`config.mk`:
```
export PLATFORM = sky130hd
export DESIGN_NAME = fp_mult_arbiter
export DESIGN_NICKNAME = d
export VERILOG_FILES = /design/src/rtl/fp_mult_arbiter.sv
export SDC_FILE = /design/constraint.sdc
export NUM_CORES = 1
export LEC_CHECK = 0
export ABC_AREA = 1
export BUFFER_PORTS_ARGS = -buffer_cell sky130_fd_sc_hd__buf_4
export CORE_AREA = 5 5 153 155
export CTS_CLUSTER_DIAMETER = 30
export DETAILED_ROUTE_END_ITERATION = 8
export DIE_AREA = 0 0 158 160
export PLACE_DENSITY = 0.66
export SLEW_MARGIN = 15
export SYNTH_ARGS = -nofsm -noshare
export SYNTH_HDL_FRONTEND = slang
export SYNTH_SLANG_ARGS = --single-unit
export TNS_END_PERCENT = 100
```
`constraint.sdc`:
```
create_clock -name clk -period 3.7 [get_ports clk]
set_input_delay 0.555 -clock clk [delete_from_list [all_inputs] [get_ports clk]]
set_output_delay 0.555 -clock clk [all_outputs]
set_load 0.005 [all_outputs]
```
`src/rtl/fp_mult_arbiter.sv`:
```
// rtl/fp_mult_arbiter.sv - round-robin sharing of one pipelined fp multiplier
//
// Purpose: accepts single-precision operand pairs from NUM_REQ requesters,
// issues at most one per cycle to a shared multiplier and steers each result
// back to its originator using a tag pipeline that mirrors the multiplier.
//
// Ports:
//   clk, rst            clock, asynchronous active-high reset
//   req_valid/req_ready per-requester handshake (ready is one-hot or zero)
//   req_a, req_b        packed operands, requester i at [32i+31:32i]
//   mul_a, mul_b        registered operands to the multiplier
//   mul_out             multiplier result
//   rsp_valid, rsp_data one-hot response strobe and its result
//   busy                operation in flight or any request pending
module fp_mult_arbiter #(
  parameter int NUM_REQ     = 4,
  parameter int MUL_LATENCY = 14,
  parameter int MAX_OUT     = 4
) (
  input  logic                   clk,
  input  logic                   rst,
  input  logic [NUM_REQ-1:0]     req_valid,
  output logic [NUM_REQ-1:0]     req_ready,
  input  logic [32*NUM_REQ-1:0]  req_a,
  input  logic [32*NUM_REQ-1:0]  req_b,
  output logic [31:0]            mul_a,
  output logic [31:0]            mul_b,
  input  logic [31:0]            mul_out,
  output logic [NUM_REQ-1:0]     rsp_valid,
  output logic [31:0]            rsp_data,
  output logic                   busy
);

  localparam int IW   = $clog2(NUM_REQ);
  localparam int CW   = $clog2(MAX_OUT + 1);
  // One extra stage covers the operand register in front of the multiplier.
  localparam int NSTG = MUL_LATENCY + 1;

  logic [IW-1:0]   ptr_q, ptr_d;
  logic [31:0]     mul_a_q, mul_a_d;
  logic [31:0]     mul_b_q, mul_b_d;
  logic [NSTG-1:0] tag_vld_q, tag_vld_d;
  logic [IW-1:0]   tag_id_q [NSTG];
  logic [IW-1:0]   tag_id_d [NSTG];
  logic [CW-1:0]   cnt_q [NUM_REQ];
  logic [CW-1:0]   cnt_d [NUM_REQ];

  logic [NUM_REQ-1:0] elig;
  logic               grant_vld;
  logic [IW-1:0]      grant_id;
  logic               rsp_any;
  logic [IW-1:0]      rsp_id;

  always_comb begin
    for (int i = 0; i < NUM_REQ; i++) begin
      elig[i] = req_valid[i] && (cnt_q[i] < CW'(MAX_OUT));
    end
  end

  // First eligible requester at or after the pointer wins.
  always_comb begin
    grant_vld = 1'b0;
    grant_id  = '0;
    for (int k = 0; k < NUM_REQ; k++) begin
      if (!grant_vld && elig[(int'(ptr_q) + k) % NUM_REQ]) begin
        grant_vld = 1'b1;
        grant_id  = IW'((int'(ptr_q) + k) % NUM_REQ);
      end
    end
    req_ready = '0;
    if (grant_vld) req_ready[grant_id] = 1'b1;
  end

  assign rsp_any = tag_vld_q[NSTG-1];
  assign rsp_id  = tag_id_q[NSTG-1];

  always_comb begin
    rsp_valid = '0;
    rsp_data  = '0;
    if (rsp_any) begin
      rsp_valid[rsp_id] = 1'b1;
      rsp_data          = mul_out;
    end
  end

  always_comb begin
    mul_a_d = mul_a_q;
    mul_b_d = mul_b_q;
    ptr_d   = ptr_q;
    if (grant_vld) begin
      mul_a_d = req_a[int'(grant_id)*32 +: 32];
      mul_b_d = req_b[int'(grant_id)*32 +: 32];
      ptr_d   = (grant_id == IW'(NUM_REQ - 1)) ? '0 : grant_id + 1'b1;
    end
    tag_vld_d   = {tag_vld_q[NSTG-2:0], grant_vld};
    tag_id_d[0] = grant_id;
    for (int k = 1; k < NSTG; k++) begin
      tag_id_d[k] = tag_id_q[k-1];
    end
    // Issue and response to the same requester in one cycle cancel out.
    for (int i = 0; i < NUM_REQ; i++) begin
      cnt_d[i] = cnt_q[i];
      if ((grant_vld && grant_id == IW'(i)) && !(rsp_any && rsp_id == IW'(i))) begin
        cnt_d[i] = cnt_q[i] + 1'b1;
      end else if (!(grant_vld && grant_id == IW'(i)) && (rsp_any && rsp_id == IW'(i))) begin
        cnt_d[i] = cnt_q[i] - 1'b1;
      end
    end
  end

  always_ff @(posedge clk or posedge rst) begin
    if (rst) begin
      ptr_q     <= '0;
      mul_a_q   <= '0;
      mul_b_q   <= '0;
      tag_vld_q <= '0;
      for (int k = 0; k < NSTG; k++) tag_id_q[k] <= '0;
      for (int i = 0; i < NUM_REQ; i++) cnt_q[i] <= '0;
    end else begin
      ptr_q     <= ptr_d;
      mul_a_q   <= mul_a_d;
      mul_b_q   <= mul_b_d;
      tag_vld_q <= tag_vld_d;
      for (int k = 0; k < NSTG; k++) tag_id_q[k] <= tag_id_d[k];
      for (int i = 0; i < NUM_REQ; i++) cnt_q[i] <= cnt_d[i];
    end
  end

  assign mul_a = mul_a_q;
  assign mul_b = mul_b_q;
  assign busy  = (|tag_vld_q) | (|req_valid);

endmodule

```
======== Word level (Yosys, flattened, before mapping) ========
Cells that the tools add are included.
word-level totals
  output and inout port bits .............. 105
  register bits ........................... 123
operators by class
  shift-type cells ........................ 2
  magnitude comparators ................... 12
  mux-type cells .......................... 35
  eq/ne operators ......................... 6
  add/subtract/negate cells ............... 12
  reductions and logical operators ........ 47
  bitwise logic cells ..................... 4
operator list
  operator                                                                       count
  128-bit by 8-bit indexed part select with 32-bit output                        2
  32-bit two-way mux                                                             1
  1-bit logical AND                                                              25
  3-bit two-way mux                                                              8
  15-bit OR reduction                                                            1
  1-bit two-way mux                                                              13
  3-bit by 1-bit adder with 3-bit output (second input constant)                 4
  3-bit less-than comparator (second input constant)                             4
  3-bit by 4-bit less-than comparator with 1-bit output (second input constant)  3
  3-bit by 1-bit subtractor with 3-bit output (second input constant)            4
  1-bit zero test                                                                11
  2-bit two-way mux                                                              5
  2-bit by 3-bit less-than comparator with 1-bit output (second input constant)  3
  1-bit binary-select mux with 2-bit select                                      4
  2-bit == test (second input constant)                                          4
  4-bit two-way mux                                                              2
  2-bit nonzero test                                                             4
  2-bit OR reduction                                                             3
  2-bit by 1-bit adder with 2-bit output (second input constant)                 2
  2-bit adder (second input constant)                                            2
  1-bit demux with 2-bit select                                                  2
  2-bit by 1-bit == test with 1-bit output (second input constant)               2
  2-bit by 1-bit >= comparator with 1-bit output (second input constant)         2
  2-bit zero test                                                                2
  3 further kinds                                                                5

======== Logic depth before layout (Yosys ltp) ========
  depth after elaboration ................. 20
  mapped depth ............................ 22

======== Worst setup path after synthesis ========
No wires, ideal clock.
  kind .................................... reg2reg
  from .................................... register ptr_q[0]
  to ...................................... register cnt_q[1] in the netlist's numbering
  setup time .............................. 125 ps
  cell stages (with the launch flop) ...... 21
  arrival time ............................ 2777 ps
  period minus slack after synthesis ...... 2901 ps
  path buffers ............................ 3
  path slack .............................. 799 ps
  cell sequence ........................... dfrtp_1 > buf_4 > inv_2 > nand3_1 > nand2_1 > nand2_1 > nand2_1 > inv_2 > nand3_1 > nand2_1 > nand2_2 > buf_6 > buf_2 > inv_1 > ha_1 > nand2_1 > inv_1 > ha_1 > inv_1 > fa_1 > mux2_2
RTL lines
  item                    line  source
  start, declared         39    logic [IW-1:0] ptr_q, ptr_d;
  start signal, assigned  120   ptr_q <= ptr_d;
  end, declared           45    logic [CW-1:0] cnt_q [NUM_REQ];

======== Final worst setup path ========
  from .................................... register ptr_q[0]
  to ...................................... register cnt_q[2] in the netlist's numbering
between the ends
  word-level cells in the longest chain between the ends .. 17
ends and longest elaborated chain
  item                                                                                                        line      source
  2-bit by 1-bit adder with 2-bit output / 1-bit binary-select mux with 2-bit select (equally long branches)  65, 67
  1-bit binary-select mux with 2-bit select / 1-bit two-way mux (equally long branches)                       65        if (!grant_vld && elig[(int'(ptr_q) + k) % NUM_REQ]) begin
  1-bit two-way mux (implied by the code)                                                                     65
  1-bit two-way mux (implied by the code) / 1-bit zero test (equally long branches)                           65
  1-bit logical AND                                                                                           65
  1-bit two-way mux                                                                                           65
  1-bit zero test                                                                                             65
  1-bit logical AND                                                                                           65
  1-bit two-way mux                                                                                           65
  1-bit zero test                                                                                             65
  1-bit logical AND                                                                                           65
  2-bit two-way mux                                                                                           65
  2-bit == test                                                                                               103, 105
  1-bit logical AND *                                                                                         103, 105
  1-bit zero test                                                                                             105       end else if (!(grant_vld && grant_id == IW'(i)) && (rsp_any && rsp_id == IW'(i))) begin
  1-bit logical AND                                                                                           105
  2-bit nonzero test (no source line)                                                                         -
Mark *: on every way between the ends. The rest lies on a longest branch, timed or not. The select of a mux whose other input is x is not followed.
A chain may end at the register's enable or synchronous reset.

==> key figures <==
Route
  • DRT Wirelength: 28.6 mm
  • Vias per std cell: 4.72
  • Count of antenna-violating nets left after detailed routing: 0
  • Via count: 8377
  • Remaining routing DRC violations: 0
  • Number of optimization iterations in the first detailed-route pass: 5
  • Starting DRT DRC Count: 464
  • Mean routed wirelength per cell: 16.1 um

GRT
  • Number of antenna violations at the first check in global routing: 0
  • Total Routing Usage GR: 22.0%
  • Largest net degree at the start of global routing: 121
  • Vias in the first global route: 8030
  • Global-route wire length before repair: 43.9 mm
  • Overall overflow remaining after global route: 0

Placement
  • Port bufs: approximately 400
  • DP Wirelength: 20.9 mm
  • Number of cells in the design after placement: 1741
  • GP Congestion: 0.851

Clock tree
  • Total number of clock tree sinks: 123
  • CTS resizes: 0
  • H-tree depth: 4
  • Number of buffers inserted by post-CTS setup repair: 0
  • Maximum count of clock buffers along a single path: 2
  • Clock tree from TritonCTS: built
  • Clk root buf: clkbuf_16
  • Number of buffers inserted during clock tree synthesis: 17
  • Source-to-sink clock delay at the later pin of the worst-skew pair: 0.42 ns
  • Cts hold-fix bufs: 0
  • Clock transition at the registers of the reported paths: 0.06 ns

Floorplanning
  • Number of top-level pins: 399
  • Area enclosed by the die boundary: 25300 um^2
  • Row count: 54
  • Starting utilization of the core area: between 30% and 40%
  • Chip height: 160 um
  • Die outline width: 158 um
  • Core area: approximately 22000 um^2

Outcome
  • Run status: finished clean

STA
  • Setup TNS after final layout: 0 ns
  • Final hold violation count: 0
  • Final setup violation count: 0
  • Transition time of the tightest slew-check pin: about 1.0 ns
  • Relative max-transition margin: 33.2%
  • Setup repair after global routing missed its margin: no
  • Final period util: 80.0%
  • Final critical path time including I/O delays and setup: 2.96 ns
  • Worst clock skew: 0.0150 ns
  • Max Slew Vio Count: 0
  • Achievable clock frequency: 338 MHz

Power
  • IR Drop Worst-Case VDD: 1.24 mV
  • Power density over the cells: 1170 nW/um^2
  • Leak pwr: about 6.6 nW

Worst setup path
  • Crit. End Element: register
  • Flop2flop setup slack: approximately 0.74 ns
  • Category of the critical setup timing path: reg2reg
  • Arrival @ worst endpoint: approximately 3.3 ns
  • Highest fanout seen on the critical path: 8
  • CP Launch Type: register
  • Data required time at the worst endpoint: ~4.0 ns

Synthesis
  • Cells after synthesis: 1119
  • Post-synth net total: roughly 1400
  • Post-synthesis area per instance: 6.59 um^2
  • Number of synthesized register bits: approximately 120
  • Number of flops mapped to enable cells by yosys: 0
  • Post-synthesis instance area: about 7400 um^2
  • Part of the Yosys area used for sequential elements: a little over two fifths
  • Number of warnings printed during yosys synthesis: 0
  • Proportion of synthesized flip-flops having asynchronous set or reset: 100%
  • Predominant post-synthesis flop cell: dfrtp_1
  • Netlist cell types: 23

Cells and area
  • Synthesis-to-finish area growth: 51.3%
  • Post-layout nets: 1783
  • Number of fill cells in the layout: 2195
  • Cell Count, Final, Fillers Out: about 1800
  • Proportion of layout cells with a drive suffix above 1: 30.8%
  • Number of diodes: 0

Flow run
  • Max-capacitance violation count: 0

Min path
  • Path category of the worst min-delay check: in2async
-- sequential cells by signal, indices dropped and copies added, names as in the netlist --
signal / flops
tag_id_d: 28
rsp_id: 2
mul_a: 32
ptr_q: 2
tag_vld_q: 15
mul_b: 32
cnt_q: 12
-- path summary, 6_finish.rpt --
path,startpoint,endpoint,cells after the start
setup / recovery,ptr_q[0],cnt_q[2],17
hold / removal,rst,tag_vld_q[8],2
setup reg to reg,ptr_q[0],cnt_q[2],17
hold reg to reg,tag_id_d[0],rsp_id[0],0
max in group asynchronous,rst,mul_b[9],3
min in group clk,tag_id_d[0],rsp_id[0],0
-- through the flow --
stage	utilization (%)	area [um^2]	worst slack, ns	hold WS, ns	power [mW]
6_report	51.4	11200	0.740	0.253	13.1
5_1_grt	51.4	11200	0.476	0.289	14.6
4_1_cts	51.4	11100	0.583	0.256	13.3
3_5_place_dp	48.5	10500	0.542	0.335	11.4
3_3_place_gp	48.5	10500	0.611	0.333	11.3
2_1_floorplan	-	7370	0.799	0.331	8.65
-- where the power goes --
group / switching (mW) / total (mW) / internal [mW]
logic: 5.70 / 8.82 / 3.12
clock network: 0.677 / 1.76 / 1.09
registers: 0.351 / 2.47 / 2.12
-- cell usage in the layout, fill, tap and decap left out, types with 6 or more instances in the layout --
master | Yosys | routed
nand2_1 | 662 | 660
a22oi_1 | 8 | 8
inv_1 | 56 | 55
buf_4 | 2 | 410
inv_6 | 0 | 8
a21oi_1 | 6 | 6
o21ai_0 | 8 | 8
dfrtp_1 | 123 | 123
clkbuf_16 | 0 | 17
nand3_1 | 143 | 141
-- synthesized netlist by cell type, types with 4 or more instances --
cell type / instances / area (um^2)
nand2_1: 662 / 2480
nand3_1: 143 / 716
dfrtp_1: 123 / 3080
inv_1: 56 / 210
buf_2: 37 / 185
clkbuf_1: 25 / 93.8
a22oi_1: 8 / 60.1
o21ai_0: 8 / 40.0
buf_6: 7 / 78.8
a21oi_1: 6 / 30.0
ha_1: 5 / 62.6
nor4_1: 5 / 31.3
xnor2_1: 5 / 43.8
xor2_1: 5 / 43.8
fa_1: 4 / 80.1
inv_2: 4 / 15.0
mux2_2: 4 / 45.0
nor3_1: 4 / 20.0
-- cells by family after synthesis --
family          after synthesis  share of synthesized area [%]
simple gates                820                           44.6
buf+inv                     131                           8.11
flops                       123                           41.8
compound gates               22                           1.77
xor+xnor                     10                           1.19
fa+ha+maj                     9                           1.94
mux                           4                          0.611
-- critical path, stage by stage (launching register included) --
cell     delay, ns
dfrtp_1       0.52
inv_2         0.13
nand3_1       0.11
nand2_1       0.10
nor2_1        0.25
nand3_1       0.17
nand2_4       0.12
nand2_4       0.08
inv_1         0.07
ha_1          0.14
nand2_1       0.05
inv_1         0.10
ha_1          0.15
inv_1         0.07
fa_1          0.39
a21oi_1       0.15
o21ai_0       0.11
xor2_1        0.15
-- area by class of cell --
type / count / area, um^2 / area share, %
multi-input cells: 865 / 3740 / 33.5
repair buffers: 413 / 3130 / 28.1
flip-flops and latches: 123 / 3080 / 27.6
clock buffers: 17 / 425 / 3.82
well taps: 280 / 350 / 3.14
inverters: 60 / 229 / 2.05
clock inverters: 15 / 199 / 1.78
-- per-layer routing --
layer | GRT usage, % | routed length, um
met1 | 27.6 | 11400
met2 | 37.2 | 14000
met3 | 6.68 | 2750
met4 | 5.04 | 386
met5 | 0 | 0
No activity file was read; power rests on OpenSTA's default activity.
